[config.mk]
export PLATFORM = sky130hd
export DESIGN_NAME = fifo_word_packer
export DESIGN_NICKNAME = d
export VERILOG_FILES = /design/src/rtl/fifo_pkg.sv /design/src/rtl/fifo_word_packer.sv
export SDC_FILE = /design/constraint.sdc
export NUM_CORES = 1
export LEC_CHECK = 0
export BUFFER_PORTS_ARGS = -buffer_cell sky130_fd_sc_hd__buf_2
export CAP_MARGIN = 20
export CORE_MARGIN = 4
export CORE_UTILIZATION = 50
export CTS_CLUSTER_SIZE = 25
export DETAILED_ROUTE_END_ITERATION = 10
export PLACE_DENSITY = 0.8
export SYNTH_ARGS = -nofsm -noshare
export SYNTH_HDL_FRONTEND = slang
export SYNTH_SLANG_ARGS = --single-unit
export TNS_END_PERCENT = 100
[constraint.sdc]
create_clock -name clk -period 4.3 [get_ports clk]
set_input_delay 0.645 -clock clk [delete_from_list [all_inputs] [get_ports clk]]
set_output_delay 0.645 -clock clk [all_outputs]
set_load 0.02 [all_outputs]
[src/rtl/fifo_pkg.sv]
// Shared types for the fifo / word packer datapath.
package fifo_pkg;

    typedef enum logic {FILL, HOLD} pack_state_t;

endpackage

[src/rtl/fifo_word_packer.sv]
// Pops narrow FWFT fifo words and packs them, oldest in the LSBs,
// into wide words on a valid/ready stream; flush emits a partial word.
module fifo_word_packer
    import fifo_pkg::*;
#(
    parameter int DATA_WIDTH  = 4,
    parameter int PACK_RATIO  = 4,
    parameter int COUNT_WIDTH = 3
) (
    input  logic                             clk,
    input  logic                             rst_n,
    input  logic                             clr,
    input  logic [DATA_WIDTH-1:0]            din,
    input  logic                             empty_n,
    output logic                             deq,
    input  logic                             flush,
    output logic [DATA_WIDTH*PACK_RATIO-1:0] out_data,
    output logic [COUNT_WIDTH-1:0]           out_count,
    output logic                             out_valid,
    input  logic                             out_ready
);

    localparam int LANE_W = $clog2(PACK_RATIO);
    localparam logic [COUNT_WIDTH-1:0] LAST = COUNT_WIDTH'(PACK_RATIO - 1);

    pack_state_t state;
    pack_state_t state_nxt;

    logic [COUNT_WIDTH-1:0]                cnt;
    logic [PACK_RATIO-1:0][DATA_WIDTH-1:0] lanes;
    logic [PACK_RATIO-1:0][DATA_WIDTH-1:0] lanes_fill;
    logic [PACK_RATIO-1:0][DATA_WIDTH-1:0] word_q;
    logic [LANE_W-1:0]                     idx;
    logic                                  load;

    assign idx      = cnt[LANE_W-1:0];
    assign out_data = word_q;

    // A word leaves FILL when its last lane lands or a flush finds data.
    assign load = (state == FILL) &&
                  ((deq && cnt == LAST) ||
                   (flush && (cnt != '0 || deq)));

    always_ff @(posedge clk or negedge rst_n) begin
        if (!rst_n) begin
            state <= FILL;
        end else if (clr) begin
            state <= FILL;
        end else begin
            state <= state_nxt;
        end
    end

    always_comb begin
        state_nxt = state;
        unique case (state)
            FILL: if (load) state_nxt = HOLD;
            HOLD: if (out_ready) state_nxt = FILL;
            default: state_nxt = FILL;
        endcase
    end

    always_comb begin
        deq = 1'b0;
        if (rst_n && !clr) begin
            unique case (state)
                FILL: deq = empty_n;
                HOLD: deq = empty_n & out_ready;
                default: deq = 1'b0;
            endcase
        end
    end

    always_comb begin
        lanes_fill = lanes;
        if (deq) lanes_fill[idx] = din;
    end

    // Lanes are cleared on entering HOLD, so idx is 0 at the handshake pop.
    always_ff @(posedge clk or negedge rst_n) begin
        if (!rst_n) begin
            cnt       <= '0;
            lanes     <= '0;
            word_q    <= '0;
            out_count <= '0;
            out_valid <= 1'b0;
        end else if (clr) begin
            cnt       <= '0;
            lanes     <= '0;
            word_q    <= '0;
            out_count <= '0;
            out_valid <= 1'b0;
        end else begin
            unique case (state)
                FILL: begin
                    if (load) begin
                        word_q    <= lanes_fill;
                        out_count <= cnt + COUNT_WIDTH'(deq);
                        out_valid <= 1'b1;
                        lanes     <= '0;
                        cnt       <= '0;
                    end else if (deq) begin
                        lanes <= lanes_fill;
                        cnt   <= cnt + COUNT_WIDTH'(1);
                    end
                end
                HOLD: begin
                    if (out_ready) begin
                        word_q    <= '0;
                        out_count <= '0;
                        out_valid <= 1'b0;
                        lanes     <= lanes_fill;
                        cnt       <= COUNT_WIDTH'(deq);
                    end
                end
                default: ;
            endcase
        end
    end

endmodule

==> results of run 1 <==
[flip-flops by register name (all words and copies together), names as in the netlist]
signal and cells:
out_data 16, state 1, out_count 3, lanes 16, cnt 3, out_valid 1
[layer usage]
metal,global-route usage,vias up,wire length (um)
met5,0,-,0
met3,0.0378,7,109
li1,-,592,-
met4,0.0651,0,60
met1,0.222,645,1720
met2,0.296,21,1990
[path summary, 6_finish.rpt]
path | startpoint | endpoint | slack, ns | depth (start not counted)
setup reg to reg | cnt[0]$_DFFE_PN0P_ | out_count[2]$_DFFE_PN0P_ | 1.83 | 5
min in group clk | out_valid$_DFFE_PN0P_ | out_valid$_DFFE_PN0P_ | 0.48 | 1
setup / recovery | rst_n | deq | 1.72 | 6
max in group asynchronous | rst_n | out_count[1]$_DFFE_PN0P_ | 3.53 | 2
hold / removal | rst_n | out_data[8]$_DFFE_PN0P_ | 0.41 | 2
hold reg to reg | out_valid$_DFFE_PN0P_ | out_valid$_DFFE_PN0P_ | 0.48 | 1
[power by group]
group	internal (W)	total, W	leakage [nW]	switching [W]
clock	0.000113	0.000241	0.0479	0.000128
combinational	0.0000167	0.0000582	0.435	0.0000414
sequential	0.000380	0.000384	0.556	0.00000383
[cells in the mapped netlist]
library cell and n:
nor4_1 2, nor2_1 18, o2bb2ai_1 9, a32oi_1 1, o31a_1 1, buf_2 3
a21o_1 1, dfrtp_1 40, ha_1 7, nand2b_2 1, inv_1 6, nand3_1 1
xor2_1 1, a21oi_1 2, o2bb2ai_2 9, nor2b_2 1, and4_1 4, or3_1 1
nor3_1 1, or4_4 1, clkbuf_1 2, buf_6 1, nand2b_1 1, a22oi_2 1
nor2b_1 6, clkbuf_2 4, o21ai_1 1, a22o_1 5, mux2i_1 16, o31ai_4 1
[cell type report]
cell class	instances	area [um2]	area share
Sequential cell	40	1000	0.473
Inverter	6	22.5	0.0106
Timing Repair Buffer	31	158	0.0744
Multi-Input combinational cell	92	792	0.374
Clock buffer	5	68.8	0.0325
Clock inverter	3	18.8	0.00886
Tap cell	46	57.6	0.0272
[layout by cell type (no fill, tap or decap), drive strengths merged, types with 2 or more instances in the layout]
cell	instances
a21oi	2
nor4	2
nor2b	7
clkinv	3
buf	31
nand2b	2
ha	7
a22o	5
mux2i	16
dfrtp	40
o2bb2ai	18
inv	6
nor2	18
clkbuf	5
and4	4
[cell families (layout without fill, tap and decap cells)]
group	Yosys count	count (layout)	synth area share
flops	40	40	0.535
simple gates	37	37	0.109
compound gates	31	31	0.177
mux	16	16	0.0857
buf+inv	16	45	0.0408
fa+ha+maj	7	7	0.0469
xor+xnor	1	1	0.00469
[metrics by stage]
step | hold slack [ns] | area (um2)
after global placement | 0.456 | 2030
after CTS | 0.425 | 2120
final | 0.410 | 2120
after floorplan | 0.349 | 1870
after detailed placement | 0.472 | 2030
after global routing | 0.437 | 2120
==> results.toml, run 1 <==
[run_status]
status = "completed"

[clocking]
h-tree-depth = 2
cts_resized = 0
holdBufCountCts = 0
cts_buffers = 5
cts_root_buf = "clkbuf_8"
cts_tree = "yes"
cts.sinks = 40
post_cts_buffers = 0
clkTransAtPathRegs_ns = 0.07
clock_path_buffers = 2
clk_latency_ns = 0.29

[synth]
ys_seq_elements = 40
netlist_area_um2 = 1870
yosysWarnings = 0
yosysTopAreaCell = "dfrtp_1"
synth_top_area_frac = 0.535
synthCells = 148
ys_seq_area_frac = 0.535
synth.distinct_cells = 30
synthTopCellsByArea = "dfrtp_1 (54%), mux2i_1 (8.6%), o2bb2ai_2 (7.2%)"
synth_fp_nets = 165
synth.avg_cell_area_um2 = 12.6

[floorplan]
start_util = 0.539
die-area_um2 = 4780
die_w_um = 69.1
chipHeight_um = 69.1
core_um2 = 3470
ios = 31
rows = 21

[drt]
drc = 0
drt_wl_total_mm = 3.88
drtIter0Drc = 100
drt.antenna.violating_nets = 0
vias_per_cell = 5.67
wire_per_inst_um = 17.4
first_pass_iters = 4
vias = 1265

[finish]
utilization = 0.611
fill_cells = 294
fin_nets = 193
stdcell_count = 223
num_antenna_cells = 0
area_delta_synth_final_pct = 13.3
drive_above_1_share = 0.299

[placed_design]
port_buffers = 30
dpl.cell_count = 215
place_congestion = 0.888
post-place-ws_ns = 1.70
dpl.hpwl_mm = 2.80

[power_and_ir_drop]
finalPower_w = 0.000683
power.density_nw_per_um2 = 323
leakagePower_nw = 1.04
vdd_drop_max_uv = 199

[global_routing]
grt_max_degree = 43
antenna_found_initial = 0
grt_usage = 0.176
grt_first_pass_wirelength_mm = 6.78
grt_overflow_total = 0
grt_pass1_vias = 1376

[setup_path]
cp_top_family = "buffers and inverters"
start_kind = "primary input"
critPathSlowestCell = "buf_4"
path_cells = "buf_2 -> buf_4 -> nor2b_2 -> nand3_1 -> inv_1 -> buf_2"
cpMostUsedCell = "buf_2"
cp_num_buf_inv = 4
critPathKind = "primary input to output pin"
endpoint_kind = "output pin"
crit_required_ns = 3.65
path_max_fanout = 42
cpPeakStageDelay_ns = 0.43
worstPathArrival_ns = 1.93

[timing]
finalMaxSlewViolations = 0
maxSlewHeadroom = 0.354
layout_setup_ws_ns = 1.72
fin_tns_setup_ns = 0
fmaxAchievable_mhz = 388
post-route-period-util = 0.599
finClkSkew_ns = 0.00250
setup_viol = 0
worstMarginPinSlew_ns = 0.969
rsz0062_at_grt = "false"
min_period_ns = 2.58
hold_violations = 0

[hold_path]
hp-class = "primary input to asynchronous set/reset pin"

[run]
cap_violations = 0
(Power assumes the default switching activity.)
==> run 2, diff against run 1 <==
clock period = 2.4 ns   (was 4.3 ns; I/O delays follow)
==> run 2 against run 1 <==
  * Combinational power is 82% higher
  * Via count is 0.24% higher
  * Register-to-register slack got worse by 1.4 ns
  * Sequential cell count stayed put
  * Count of clock-buffer cells in the layout rose by 2
  * Power is 80% higher
  * Global-route usage decreased by 1.4 points
  * Worst setup slack worse by 1.3 ns
  * Critical path type is now register to register
  * Critical endpoint is now out_count[2]$_DFFE_PN0P_
==> results.toml, run 2 (synthesis results as in run 1) <==
[finish]
final_common_cell = "dfrtp_1"
area_delta_synth_final_pct = 14.0
ff_latch_area_um2 = 1000
multi_input_area_um2 = 792
final_cell_mix = "dfrtp_1 (40), buf_2 (30), nor2_1 (18), mux2i_1 (16)"
num_antenna_cells = 0
drive_above_1_share = 0.296
fin_nets = 195
fill_cells = 287
stdcell_count = 225

[setup_path]
critPathKind = "register to register"
cp_num_buf_inv = 1
r2r_slack_ns = 0.41
endpoint_kind = "register"
cp_top_family = "adder cells"
path_max_fanout = 13
critPathSlowestCell = "dfrtp_1"
path_cells = "ha_1 -> ha_1 -> nor2_1 -> o31a_1 -> buf_4 -> a22o_1"
worstPathArrival_ns = 2.22
start_kind = "register"
cpMostUsedCell = "ha_1"
ff2ff_path_depth = 6
crit_required_ns = 2.63
r2r_end = "out_count[2]$_DFFE_PN0P_"
cpPeakStageDelay_ns = 0.44
reg2reg_from = "cnt[0]$_DFFE_PN0P_"

[clocking]
clock_path_buffers = 2
h-tree-depth = 2
cts_resized = 0
clkTransAtPathRegs_ns = 0.07
holdBufCountCts = 0
cts_root_buf = "clkbuf_8"
cts.sinks = 40
cts_tree = "yes"
post_cts_buffers = 0
clk_latency_ns = 0.29
cts_buffers = 5

[floorplan]
rows = 21
die-area_um2 = 4780
core_um2 = 3470
start_util = 0.539
chipHeight_um = 69.1
ios = 31
die_w_um = 69.1

[placed_design]
dpl.hpwl_mm = 2.73
place_congestion = 0.899
post-place-ws_ns = 0.466
dpl.cell_count = 217
port_buffers = 30

[global_routing]
grt_usage = 0.163
grt_overflow_total = 0
grt_pass1_vias = 1316
antenna_found_initial = 0
grt_max_degree = 41
grt_first_pass_wirelength_mm = 6.09

[timing]
maxSlewHeadroom = 0.568
min_period_ns = 1.99
finClkSkew_ns = 0.00422
setup_viol = 0
rsz0062_at_grt = "false"
finalMaxSlewViolations = 0
fin_tns_setup_ns = 0
worstMarginPinSlew_ns = 0.643
hold_violations = 0
fmaxAchievable_mhz = 503
layout_setup_ws_ns = 0.410
worst_hold_slack_ns = 0.176
post-route-period-util = 0.829

[drt]
wire_per_inst_um = 16.3
drt_wl_total_mm = 3.67
vias = 1268
drt.antenna.violating_nets = 0
vias_per_cell = 5.64
first_pass_iters = 4
drc = 0
drtIter0Drc = 109

[hold_path]
hp-class = "primary input to asynchronous set/reset pin"

[power_and_ir_drop]
leakagePower_nw = 1.04
vdd_drop_max_uv = 417
power.density_nw_per_um2 = 576

[run_status]
status = "completed"

[run]
cap_violations = 0
## run 2: metal layers
| layer | wire length (um) | vias up | track usage |
|---|---|---|---|
| li1 | - | 591 | - |
| met1 | 1690 | 644 | 0.208 |
| met2 | 1750 | 26 | 0.249 |
| met3 | 151 | 7 | 0.0552 |
| met4 | 81 | 0 | 0.0716 |
| met5 | 0 | - | 0 |
## run 2: per-stage QoR
stage | total power [W] | cell area [um2] | utilization
6_report | 0.00123 | 2130 | 0.614
5_1_grt | 0.00128 | 2130 | 0.614
4_1_cts | 0.00124 | 2130 | 0.614
3_5_place_dp | 0.000808 | 2050 | 0.590
3_3_place_gp | 0.000805 | 2050 | 0.590
2_1_floorplan | 0.000763 | 1870 | -
## run 2: report_power, final
group          total (W)  switching [W]  internal [W]
Clock           0.000433       0.000226      0.000207
Combinational   0.000106      0.0000728     0.0000332
Sequential      0.000688     0.00000652      0.000682
## run 2: worst max path at each step
stage | slack [ns] | cells after the start | from | end
floorplan | 0.65 | 6 | cnt[0]$_DFFE_PN0P_ | out_count[2]$_DFFE_PN0P_
global placement | 0.56 | 6 | cnt[0]$_DFFE_PN0P_ | out_count[2]$_DFFE_PN0P_
detailed placement | 0.47 | 6 | cnt[0]$_DFFE_PN0P_ | out_count[2]$_DFFE_PN0P_
CTS | 0.46 | 6 | cnt[0]$_DFFE_PN0P_ | out_count[2]$_DFFE_PN0P_
global route | 0.30 | 6 | cnt[0]$_DFFE_PN0P_ | out_count[2]$_DFFE_PN0P_
finish | 0.41 | 6 | cnt[0]$_DFFE_PN0P_ | out_count[2]$_DFFE_PN0P_
## run 2: final cells by class
| cell class | count | share of cell area |
|---|---|---|
| well taps | 46 | 0.0270 |
| flip-flops and latches | 40 | 0.470 |
| clock inverters | 1 | 0.00411 |
| inverters | 6 | 0.0106 |
| clock buffers | 7 | 0.0358 |
| multi-input cells | 92 | 0.372 |
| repair buffers | 33 | 0.0810 |
==> run 3, diff against run 2 <==
PLACE_DENSITY = 0.83   (was 0.8)
clock period = 1.7 ns   (was 2.4 ns; I/O delays follow)
==> run 3 against run 2 <==
  * The run now ends with setup timing left
  * Power grew 50%
  * Sequential share of layout area shrank 5.7 points
  * Utilization grew 8.5 points
  * Global-route usage grew 2.4 points
  * Via count grew 8.6%
  * Wire length grew 17%
  * Maximum frequency grew 17%
  * Design area grew 14%
  * First-iteration DRC count shrank 59%
  * Cell count grew 7.6%
  * Worst setup slack lost 0.41 ns
  * Sequential power grew 41%
  * Highest routed layer unchanged
==> results.toml, run 3 (synthesis results as in run 1) <==
[power_and_ir_drop]
vdd_drop_max_uv = 592
power.density_nw_per_um2 = 760
finalPower_w = 0.00184
leakagePower_nw = 1.15

[finish]
multi_input_area_um2 = 926
drive_above_1_share = 0.454
final_cell_mix = "dfrtp_1 (39), buf_2 (30), nor2_1 (17), mux2i_1 (13), buf_4 (13)"
fin_nets = 212
num_antenna_cells = 0
fill_cells = 229
utilization = 0.700
ff_latch_area_um2 = 1000
area_delta_synth_final_pct = 29.9
final_common_cell = "dfrtp_1"

[clocking]
cts_root_buf = "clkbuf_8"
clk_latency_ns = 0.30
clock_path_buffers = 2
cts_buffers = 5
cts_tree = "yes"
h-tree-depth = 2
cts.sinks = 40
clkTransAtPathRegs_ns = 0.08

[global_routing]
grt_usage = 0.187
antenna_found_initial = 0
grt_pass1_vias = 1425
grt_first_pass_wirelength_mm = 6.88
grt_overflow_total = 0
grt_max_degree = 31

[timing]
min_period_ns = 1.70
worstMarginPinSlew_ns = 0.463
post-route-period-util = 1.00
hold_violations = 0
setup_viol = 1
rsz0062_at_grt = "true"
fin_tns_setup_ns = -0.0000393
finalMaxSlewViolations = 0
maxSlewHeadroom = 0.690
finClkSkew_ns = 0.00605
fmaxAchievable_mhz = 588
layout_setup_ws_ns = -0.0000393

[placed_design]
dpl.hpwl_mm = 2.91
port_buffers = 30
place_congestion = 0.807

[setup_path]
path_max_fanout = 6
crit_required_ns = 1.92
cpPeakStageDelay_ns = 0.62
endpoint_kind = "register"
cp_num_buf_inv = 1
critPathKind = "register to register"
worstPathArrival_ns = 1.92
start_kind = "register"
cp_top_family = "simple AND/OR/NAND/NOR gates"
critPathSlowestCell = "or4_4"
path_cells = "inv_2 -> ha_4 -> nand2b_4 -> a22oi_2 -> or4_4 -> o2bb2ai_2"

[run_status]
violations = "setup timing"
status = "complete, but fails checks"

[floorplan]
die_w_um = 69.1
chipHeight_um = 69.1
core_um2 = 3470
die-area_um2 = 4780
rows = 21
ios = 31
start_util = 0.539

[drt]
drt_wl_total_mm = 4.28
vias_per_cell = 5.69
drt.antenna.violating_nets = 0
wire_per_inst_um = 17.7
drc = 0
first_pass_iters = 4
drtIter0Drc = 45
vias = 1377

[hold_path]
hp-class = "primary input to asynchronous set/reset pin"

[run]
cap_violations = 0
==> run 3: cell count changes in the layout (fill, tap and decap cells not counted), moves of 2 or more <==
cell | before | now
buf_6 | 0 | 4
mux2i_2 | 0 | 3
ha_4 | 0 | 3
o2bb2ai_1 | 9 | 7
and4_2 | 0 | 3
buf_4 | 3 | 13
mux2i_1 | 16 | 13
inv_1 | 6 | 4
and4_1 | 4 | 1
ha_1 | 7 | 4
==> run 3: worst paths after layout <==
check,startpoint,endpoint,slack [ns],cells past startpoint
max,cnt[1]$_DFFE_PN0P_,out_data[8]$_DFFE_PN0P_,-0.00004,6
min,rst_n,state$_DFF_PN0_,0.13,3
max reg2reg,cnt[1]$_DFFE_PN0P_,out_data[8]$_DFFE_PN0P_,-0.00004,6
min reg2reg,out_data[7]$_DFFE_PN0P_,out_data[7]$_DFFE_PN0P_,0.49,1
max in group asynchronous,rst_n,cnt[0]$_DFFE_PN0P_,0.76,3
min in group clk,din[3],lanes[15]$_DFFE_PN0P_,0.31,3
==> run 3: repair_timing <==
action / in CTS / in global routing
buffers inserted: 3 / 1
gates cloned: 1 / 0
setup endpoints to repair: 27 / 17
gates resized for setup: 13 / 18
hold endpoints to repair: 10 / 0
hold buffers: 1 / 0
pin swaps: 4 / 2
==> run 3: metrics by stage <==
| step | instance area, um2 | hold slack [ns] | setup slack, ns | std cells |
|---|---|---|---|---|
| floorplan | 1870 | -0.0406 | 0.0513 | 148 |
| global placement | 2140 | 0.234 | -0.0431 | 228 |
| detailed placement | 2140 | 0.235 | -0.0619 | 228 |
| CTS | 2340 | 0.130 | 0.0151 | 241 |
| global route | 2430 | 0.159 | -0.0480 | 242 |
| finish | 2430 | 0.129 | -0.0000393 | 242 |
==> run 3: report_power, final <==
group          switching [W]  internal (W)
Combinational       0.000132     0.0000904
Sequential        0.00000729      0.000963
Clock               0.000323      0.000329
Total               0.000462       0.00138
==> run 3: layout make-up <==
cell class	count	area share
sequential	40	0.413
multi-input combinational	93	0.381
clock buffer	7	0.0356
clock inverter	1	0.00309
tap	46	0.0237
inverter	6	0.0103
timing repair buffer	49	0.133
==> run 3: per-layer routing <==
metal / wire length (um) / vias to the layer above / global-route usage
met1: 1830 / 678 / 0.209
met5: 0 / - / 0
met3: 233 / 13 / 0.0625
met4: 128 / 0 / 0.0998
li1: - / 633 / -
met2: 2090 / 53 / 0.314
==> run 3: worst reg2reg max path, delay by kind of cell (launching register included) <==
| family | cells | cell delay, ns |
|---|---|---|
| simple gates | 2 | 0.69 |
| flops | 1 | 0.44 |
| compound gates | 2 | 0.23 |
| fa+ha+maj | 1 | 0.17 |
| buf+inv | 1 | 0.08 |
